### src/rtl/ct_spsram_ctrl_pkg.sv
// Shared state encoding and read-latency selection for the 256x144 SRAM controller.
// CT_SPSRAM_CTRL_RDATA_FLOP_EN selects a registered sram_q path (read latency 2).
package ct_spsram_ctrl_pkg;

  typedef enum logic [1:0] {
    ST_CLEAR = 2'd0,
    ST_IDLE  = 2'd1,
    ST_RUN   = 2'd2
  } state_e;

`ifdef CT_SPSRAM_CTRL_RDATA_FLOP_EN
  localparam int RD_LATENCY = 2;
`else
  localparam int RD_LATENCY = 1;
`endif

endpackage

### src/rtl/ct_spsram_rr_arb.sv
// Round-robin arbiter: one-hot grant scanned from the pointer, pointer moves past the grantee.
module ct_spsram_rr_arb #(
  parameter int NUM_REQ = 2
) (
  input  logic               clk,
  input  logic               rst,
  input  logic [NUM_REQ-1:0] req_vld,
  input  logic               advance,
  output logic [NUM_REQ-1:0] grant
);

  localparam int PTR_W = (NUM_REQ > 1) ? $clog2(NUM_REQ) : 1;

  logic [PTR_W-1:0] ptr_q, ptr_d;
  logic [PTR_W-1:0] grant_idx;
  logic [PTR_W-1:0] scan_idx;
  logic             found;
  int               idx;

  always_comb begin
    grant     = '0;
    grant_idx = '0;
    scan_idx  = '0;
    found     = 1'b0;
    idx       = 0;
    for (int i = 0; i < NUM_REQ; i++) begin
      idx = int'(ptr_q) + i;
      if (idx >= NUM_REQ) idx = idx - NUM_REQ;
      scan_idx = PTR_W'(idx);
      if (!found && req_vld[scan_idx]) begin
        found           = 1'b1;
        grant[scan_idx] = 1'b1;
        grant_idx       = scan_idx;
      end
    end
  end

  always_comb begin
    ptr_d = ptr_q;
    if (advance) begin
      ptr_d = (grant_idx == PTR_W'(NUM_REQ - 1)) ? '0 : grant_idx + PTR_W'(1);
    end
  end

  always_ff @(posedge clk) begin
    if (rst) ptr_q <= '0;
    else     ptr_q <= ptr_d;
  end

endmodule

### src/rtl/ct_spsram_256x144_ctrl.sv
// Sequencer/arbiter for a 256x144 single-port SRAM: array clear, round-robin port sharing, read return.
// CT_SPSRAM_CTRL_RDATA_FLOP_EN (through ct_spsram_ctrl_pkg) registers sram_q for read latency 2.
module ct_spsram_256x144_ctrl
  import ct_spsram_ctrl_pkg::*;
#(
  parameter int                    ADDR_WIDTH = 8,
  parameter int                    DATA_WIDTH = 144,
  parameter int                    NUM_REQ    = 2,
  parameter logic [DATA_WIDTH-1:0] INIT_VAL   = '0
) (
  input  logic                           forever_cpuclk,
  input  logic                           cpurst,
  input  logic                           flush_req,
  output logic                           init_busy,
  input  logic [NUM_REQ-1:0]             req_vld,
  input  logic [NUM_REQ-1:0]             req_wr,
  input  logic [NUM_REQ*ADDR_WIDTH-1:0]  req_addr,
  input  logic [NUM_REQ*DATA_WIDTH-1:0]  req_wdata,
  input  logic [NUM_REQ*DATA_WIDTH-1:0]  req_wmask,
  output logic [NUM_REQ-1:0]             req_rdy,
  output logic [NUM_REQ-1:0]             rsp_vld,
  output logic [DATA_WIDTH-1:0]          rsp_data,
  output logic [ADDR_WIDTH-1:0]          sram_a,
  output logic                           sram_cen,
  output logic                           sram_gwen,
  output logic [DATA_WIDTH-1:0]          sram_wen,
  output logic [DATA_WIDTH-1:0]          sram_d,
  input  logic [DATA_WIDTH-1:0]          sram_q
);

  state_e                  state_q, state_d;
  logic [ADDR_WIDTH-1:0]   cnt_q, cnt_d;
  logic [ADDR_WIDTH-1:0]   a_q, a_d;
  logic [DATA_WIDTH-1:0]   d_q, d_d;
  logic [DATA_WIDTH-1:0]   rdata_q, rdata_d;
  logic [NUM_REQ-1:0]      own1_q, own1_d;
  logic [NUM_REQ-1:0]      arb_vld, grant;
  logic                    arb_en, any_grant;
  logic                    sel_wr;
  logic [ADDR_WIDTH-1:0]   sel_addr;
  logic [DATA_WIDTH-1:0]   sel_wdata, sel_wmask;

  assign arb_en    = (state_q != ST_CLEAR);
  assign arb_vld   = arb_en ? req_vld : '0;
  assign any_grant = |grant;
  assign req_rdy   = grant;

  ct_spsram_rr_arb #(
    .NUM_REQ (NUM_REQ)
  ) u_arb (
    .clk     (forever_cpuclk),
    .rst     (cpurst),
    .req_vld (arb_vld),
    .advance (any_grant),
    .grant   (grant)
  );

  always_comb begin
    sel_wr    = 1'b0;
    sel_addr  = '0;
    sel_wdata = '0;
    sel_wmask = '0;
    for (int i = 0; i < NUM_REQ; i++) begin
      if (grant[i]) begin
        sel_wr    = req_wr[i];
        sel_addr  = req_addr[i*ADDR_WIDTH +: ADDR_WIDTH];
        sel_wdata = req_wdata[i*DATA_WIDTH +: DATA_WIDTH];
        sel_wmask = req_wmask[i*DATA_WIDTH +: DATA_WIDTH];
      end
    end
  end

  // Address/data pins keep their last driven value whenever the port is idle.
  always_comb begin
    state_d   = state_q;
    cnt_d     = cnt_q;
    own1_d    = '0;
    init_busy = 1'b0;
    sram_cen  = 1'b1;
    sram_gwen = 1'b1;
    sram_wen  = '1;
    sram_a    = a_q;
    sram_d    = d_q;
    case (state_q)
      ST_CLEAR: begin
        init_busy = 1'b1;
        sram_cen  = 1'b0;
        sram_gwen = 1'b0;
        sram_wen  = '0;
        sram_a    = cnt_q;
        sram_d    = INIT_VAL;
        cnt_d     = cnt_q + ADDR_WIDTH'(1);
        if (cnt_q == '1) state_d = ST_IDLE;
      end
      default: begin
        if (any_grant) begin
          sram_cen = 1'b0;
          sram_a   = sel_addr;
          if (sel_wr) begin
            sram_gwen = 1'b0;
            sram_wen  = ~sel_wmask;
            sram_d    = sel_wdata;
          end else begin
            own1_d = grant;
          end
        end
        state_d = any_grant ? ST_RUN : ST_IDLE;
        if (flush_req) state_d = ST_CLEAR;
      end
    endcase
    a_d = sram_a;
    d_d = sram_d;
  end

  assign rdata_d = (|own1_q) ? sram_q : rdata_q;

  always_ff @(posedge forever_cpuclk) begin
    if (cpurst) begin
      state_q <= ST_CLEAR;
      cnt_q   <= '0;
      a_q     <= '0;
      d_q     <= '0;
      own1_q  <= '0;
      rdata_q <= '0;
    end else begin
      state_q <= state_d;
      cnt_q   <= cnt_d;
      a_q     <= a_d;
      d_q     <= d_d;
      own1_q  <= own1_d;
      rdata_q <= rdata_d;
    end
  end

  // Reads launched before a flush still complete; CLEAR issues no reads, so the pipe drains.
  if (RD_LATENCY == 2) begin : g_rdata_flop
    logic [NUM_REQ-1:0] own2_q, own2_d;

    assign own2_d = own1_q;

    always_ff @(posedge forever_cpuclk) begin
      if (cpurst) own2_q <= '0;
      else        own2_q <= own2_d;
    end

    assign rsp_vld  = own2_q;
    assign rsp_data = rdata_q;
  end else begin : g_rdata_direct
    assign rsp_vld  = own1_q;
    assign rsp_data = (|own1_q) ? sram_q : rdata_q;
  end

endmodule

### config.mk
export PLATFORM = sky130hd
export DESIGN_NAME = ct_spsram_256x144_ctrl
export DESIGN_NICKNAME = d
export VERILOG_FILES = /design/src/rtl/ct_spsram_ctrl_pkg.sv /design/src/rtl/ct_spsram_rr_arb.sv /design/src/rtl/ct_spsram_256x144_ctrl.sv
export SDC_FILE = /design/constraint.sdc
export NUM_CORES = 1
export LEC_CHECK = 0
export BUFFER_PORTS_ARGS = -buffer_cell sky130_fd_sc_hd__buf_2
export CAP_MARGIN = 20
export CORE_AREA = 2 2 459 461
export DETAILED_ROUTE_END_ITERATION = 7
export DIE_AREA = 0 0 461 463
export PLACE_DENSITY_LB_ADDON = 0.05
export REMOVE_ABC_BUFFERS = 1
export SYNTH_ARGS = -nofsm -noshare
export SYNTH_HDL_FRONTEND = slang
export SYNTH_SLANG_ARGS = --single-unit
### constraint.sdc
create_clock -name forever_cpuclk -period 2.3 [get_ports forever_cpuclk]
set_clock_uncertainty 0.1 [all_clocks]
set_input_delay 0.23 -clock forever_cpuclk [delete_from_list [all_inputs] [get_ports forever_cpuclk]]
set_output_delay 0.23 -clock forever_cpuclk [all_outputs]
set_load 0.02 [all_outputs]
==> results by group <==
Global routing
  – Antenna violations before repair: 101
  – Pin count of the biggest net entering global routing: 66
  – First-pass GRT wire length: 207,500 um
  – Total gr overflow: 0
  – Number of global-route vias before repair: 23,570
  – Overall Global Routing Usage: 14.06%

Min path
  – Worst min path class: in -> reg
  – Hold Crit Depth: 4
  – Hold_sp: req_wdata[192]
  – Hold endpoint: d_q[48]

STA
  – Final Hold Viols: 0
  – RSZ-0062 raised after global routing: true
  – Final worst-path cycle share: 133.9%
  – Final setup fails: 445
  – Slew HR: 55.72%
  – Slew Limit Fails: 0
  – Slack of the critical path: -0.7790 ns
  – Slew @ Worst Pin: 0.6642 ns
  – Peak Freq: 324.8 MHz
  – Final worst path period need: 3.079 ns
  – Min Hold Slack: 0.04535 ns

Status
  – Failing checks: setup timing
  – Status: finished with violations

Final layout
  – Most common cell after layout, fill and taps aside: buf_2
  – Layout cell share with drive strength beyond 1: 58.80%
  – Fin nets: 4,247
  – Area Growth Syn to Fin: 114.2%
  – Commonest cells after routing, fill and taps aside: buf_2, buf_4, dfxtp_1
  – Cell area after layout: 35,540 um^2
  – # fillers: 23,880

Power and ir drop
  – Flop pwr share: 37.1%
  – Maximum VDD drop: 518.0 uV
  – Pleak: 0.01497 uW
  – Clk network pwr share: 53.9%
  – Int Pwr: 10,740 uW
  – Sw Share: 25.78%
  – Switching pwr: 3730 uW
  – Combinational group share of total power: 9.0%
  – Pwr per Cell Area: 407.2 nW/um^2

Worst setup path
  – Required @ worst endpoint: 1.97 ns
  – Crit path launch: state_q[1]
  – Worst R2R End: rdata_q[104]
  – Worst R2R Setup Slack: 0.09 ns
  – CP max FO: 17
  – R2r startpoint: rsp_vld[1]
  – Crit. End Element: primary output
  – FF-to-FF path depth: 6
  – Setup Crit Path Kind: reg -> out
  – Worst setup SP type: flop
  – Arrival @ worst endpoint: 2.75 ns

Detailed routing
  – DRC viols: 0
  – Initial drt markers: 726
  – Wirelength per Cell: 24.74 um
  – Vias per cell: 3.439
  – Total Wirelength: 158,000 um
  – 1st-pass router iterations: 4
  – Detail Route Antenna Nets: 0
  – Vias: 21,970

CTS
  – Clk buf depth: 3
  – # clock sinks: 309
  – Clk_lat worst skew: 0.64 ns
  – Num CTS Buffers: 50
  – Clock Pin Slew Worst Setup and Hold Paths: 0.06 ns
  – H-tree depth: 2
  – CTS tree: done
  – CTS root buffer: clkbuf_16

Yosys
  – Post-Syn Area per Cell: 9.298 um^2
  – Post-synthesis cell area: 16,590 um^2
  – #FFs+latches synth: 309
  – Post-Syn Instances: 1,784
  – Yosys warns: 0
  – Library cells used by synthesis: 38
  – Register area share after synthesis: 37.29%

Die
  – Die H: 463 um
  – Core Area: 208,500 um^2
  – DIE WIDTH: 461 um
  – # IOs: 1,190
  – Die ar.: 213,400 um^2
  – Initial core utilization: 7.955%
  – Row Count: 168

Run
  – Max Cap Viol: 0

Place
  – DP HPWL: 127,600 um
  – DP Area: 28,520 um^2
  – Port bufs: 1,189
  – Final GP Congestion: 0.8474
sequential cells by signal (all words and copies together) (netlist names), named ones only:
signal   count
d_q        144
rdata_q    144
a_q          8
cnt_q        8
rsp_vld      2
state_q      2
routing by layer:
| metal | part of all wire (%) | GRT usage, % | routed length (um) |
|---|---|---|---|
| met5 | 0.31 | 0 | 488 |
| met4 | 6.0 | 6.846 | 9507 |
| met3 | 7.2 | 4.409 | 11410 |
| met2 | 51 | 26.09 | 80830 |
| met1 | 35 | 14.03 | 55810 |
stage by stage:
| stage | TNS, ns | worst slack [ns] | cells | power (uW) | utilization, % |
|---|---|---|---|---|---|
| finish | -219.54 | -0.7790 | 6389 | 14470 | 17.04 |
| global route | -286.26 | -0.9057 | 6368 | 15240 | 17.02 |
| CTS | -278.32 | -0.9024 | 6333 | 15000 | 16.64 |
| detailed placement | -48.84 | -0.4779 | 5935 | 6403 | 13.68 |
| global placement | -49.59 | -0.4764 | 5935 | 6408 | 13.68 |
| floorplan | -6984.70 | -12.22 | 1556 | 5525 | - |
power groups by stage:
stage | registers (uW) | logic, uW | clock network, uW
6_report | 5370 | 1310 | 7790
5_1_grt | 5360 | 1410 | 8470
4_1_cts | 5370 | 1340 | 8300
3_5_place_dp | 5480 | 918 | 0
3_3_place_gp | 5480 | 923 | 0
2_1_floorplan | 5480 | 42.9 | 0
critical path: stages (launching register included):
cell     delay, ns
dfxtp_2       0.33
buf_6         0.11
o21a_1        0.18
and3_4        0.20
or2_4         0.30
buf_12        0.17
buf_16        0.22
buf_4         0.17
a21oi_1       0.13
buf_4         0.19
cells in the mapped netlist:
| cell type | count | area (um^2) |
|---|---|---|
| ha_1 | 1 | 12.51 |
| nand2_1 | 12 | 45.04 |
| buf_4 | 4 | 30.03 |
| o22ai_1 | 1 | 6.260 |
| or3_1 | 1 | 6.260 |
| a21bo_2 | 1 | 10.01 |
| nor3b_1 | 1 | 7.510 |
| buf_6 | 23 | 259.0 |
| nor2b_1 | 148 | 925.9 |
| a31o_2 | 1 | 8.760 |
| and3_1 | 6 | 37.54 |
| a211oi_1 | 231 | 1734 |
| nand2b_1 | 3 | 18.77 |
| xnor2_1 | 6 | 52.55 |
| inv_2 | 1 | 3.750 |
| mux2_2 | 145 | 1633 |
| buf_1 | 11 | 41.29 |
| or2_1 | 2 | 12.51 |
| nor2_1 | 17 | 63.81 |
| nand3b_1 | 1 | 7.510 |
| a211oi_2 | 57 | 713.2 |
| a221oi_1 | 1 | 8.760 |
| nand4_1 | 1 | 6.260 |
| buf_2 | 37 | 185.2 |
| nor4_1 | 2 | 12.51 |
| clkbuf_1 | 153 | 574.3 |
| nor3_1 | 148 | 740.7 |
| o21ai_0 | 3 | 15.01 |
| xor2_1 | 1 | 8.760 |
| a221o_1 | 2 | 20.02 |
| a22o_1 | 144 | 1261 |
| a21boi_1 | 1 | 7.510 |
| a22oi_1 | 152 | 1141 |
| dfxtp_1 | 309 | 6186 |
| a21oi_1 | 153 | 765.7 |
| or3b_2 | 1 | 8.760 |
| o21a_1 | 1 | 7.510 |
| nand3_1 | 2 | 10.01 |
worst max-delay path by stage:
stage / endpoint / slack (ns) / cells after the start
after detailed placement: sram_d[70] / -0.48 / 8
after floorplan: d_q[100] / -12.22 / 5
after global routing: sram_d[59] / -0.91 / 10
final: sram_wen[35] / -0.78 / 9
after CTS: sram_wen[66] / -0.90 / 9
after global placement: sram_d[70] / -0.48 / 8
final cells by class:
type / count / area [um^2] / share of cell area [%]
multi-input cells: 1246 / 10290 / 28.96
clock inverters: 13 / 166.4 / 0.4682
clock buffers: 75 / 1455 / 4.095
repair buffers: 1895 / 13800 / 38.83
inverters: 1 / 11.26 / 0.03169
diodes: 45 / 112.6 / 0.3169
flip-flops and latches: 309 / 6192 / 17.42
well taps: 2805 / 3510 / 9.875
what timing repair did:
action                     4_1_cts  5_1_grt
cloned                          10        3
pin swaps                       23       13
setup endpoints to repair      475      452
hold endpoints to repair       215        0
setup buffers                   29        9
hold buffers                   271        0
gates resized for setup        340      176
cell families after synthesis:
| family | Yosys count | share of synthesized area (%) |
|---|---|---|
| XOR/XNOR | 7 | 0.3696 |
| AO/OA/AOI/OAI | 748 | 34.36 |
| buffers and inverters | 229 | 6.592 |
| adder cells (fa/ha/maj) | 1 | 0.07541 |
| multiplexers | 145 | 9.843 |
| AND/OR/NAND/NOR | 345 | 11.47 |
| flip-flops | 309 | 37.29 |
Note: power is estimated with default switching activity, not from simulation.
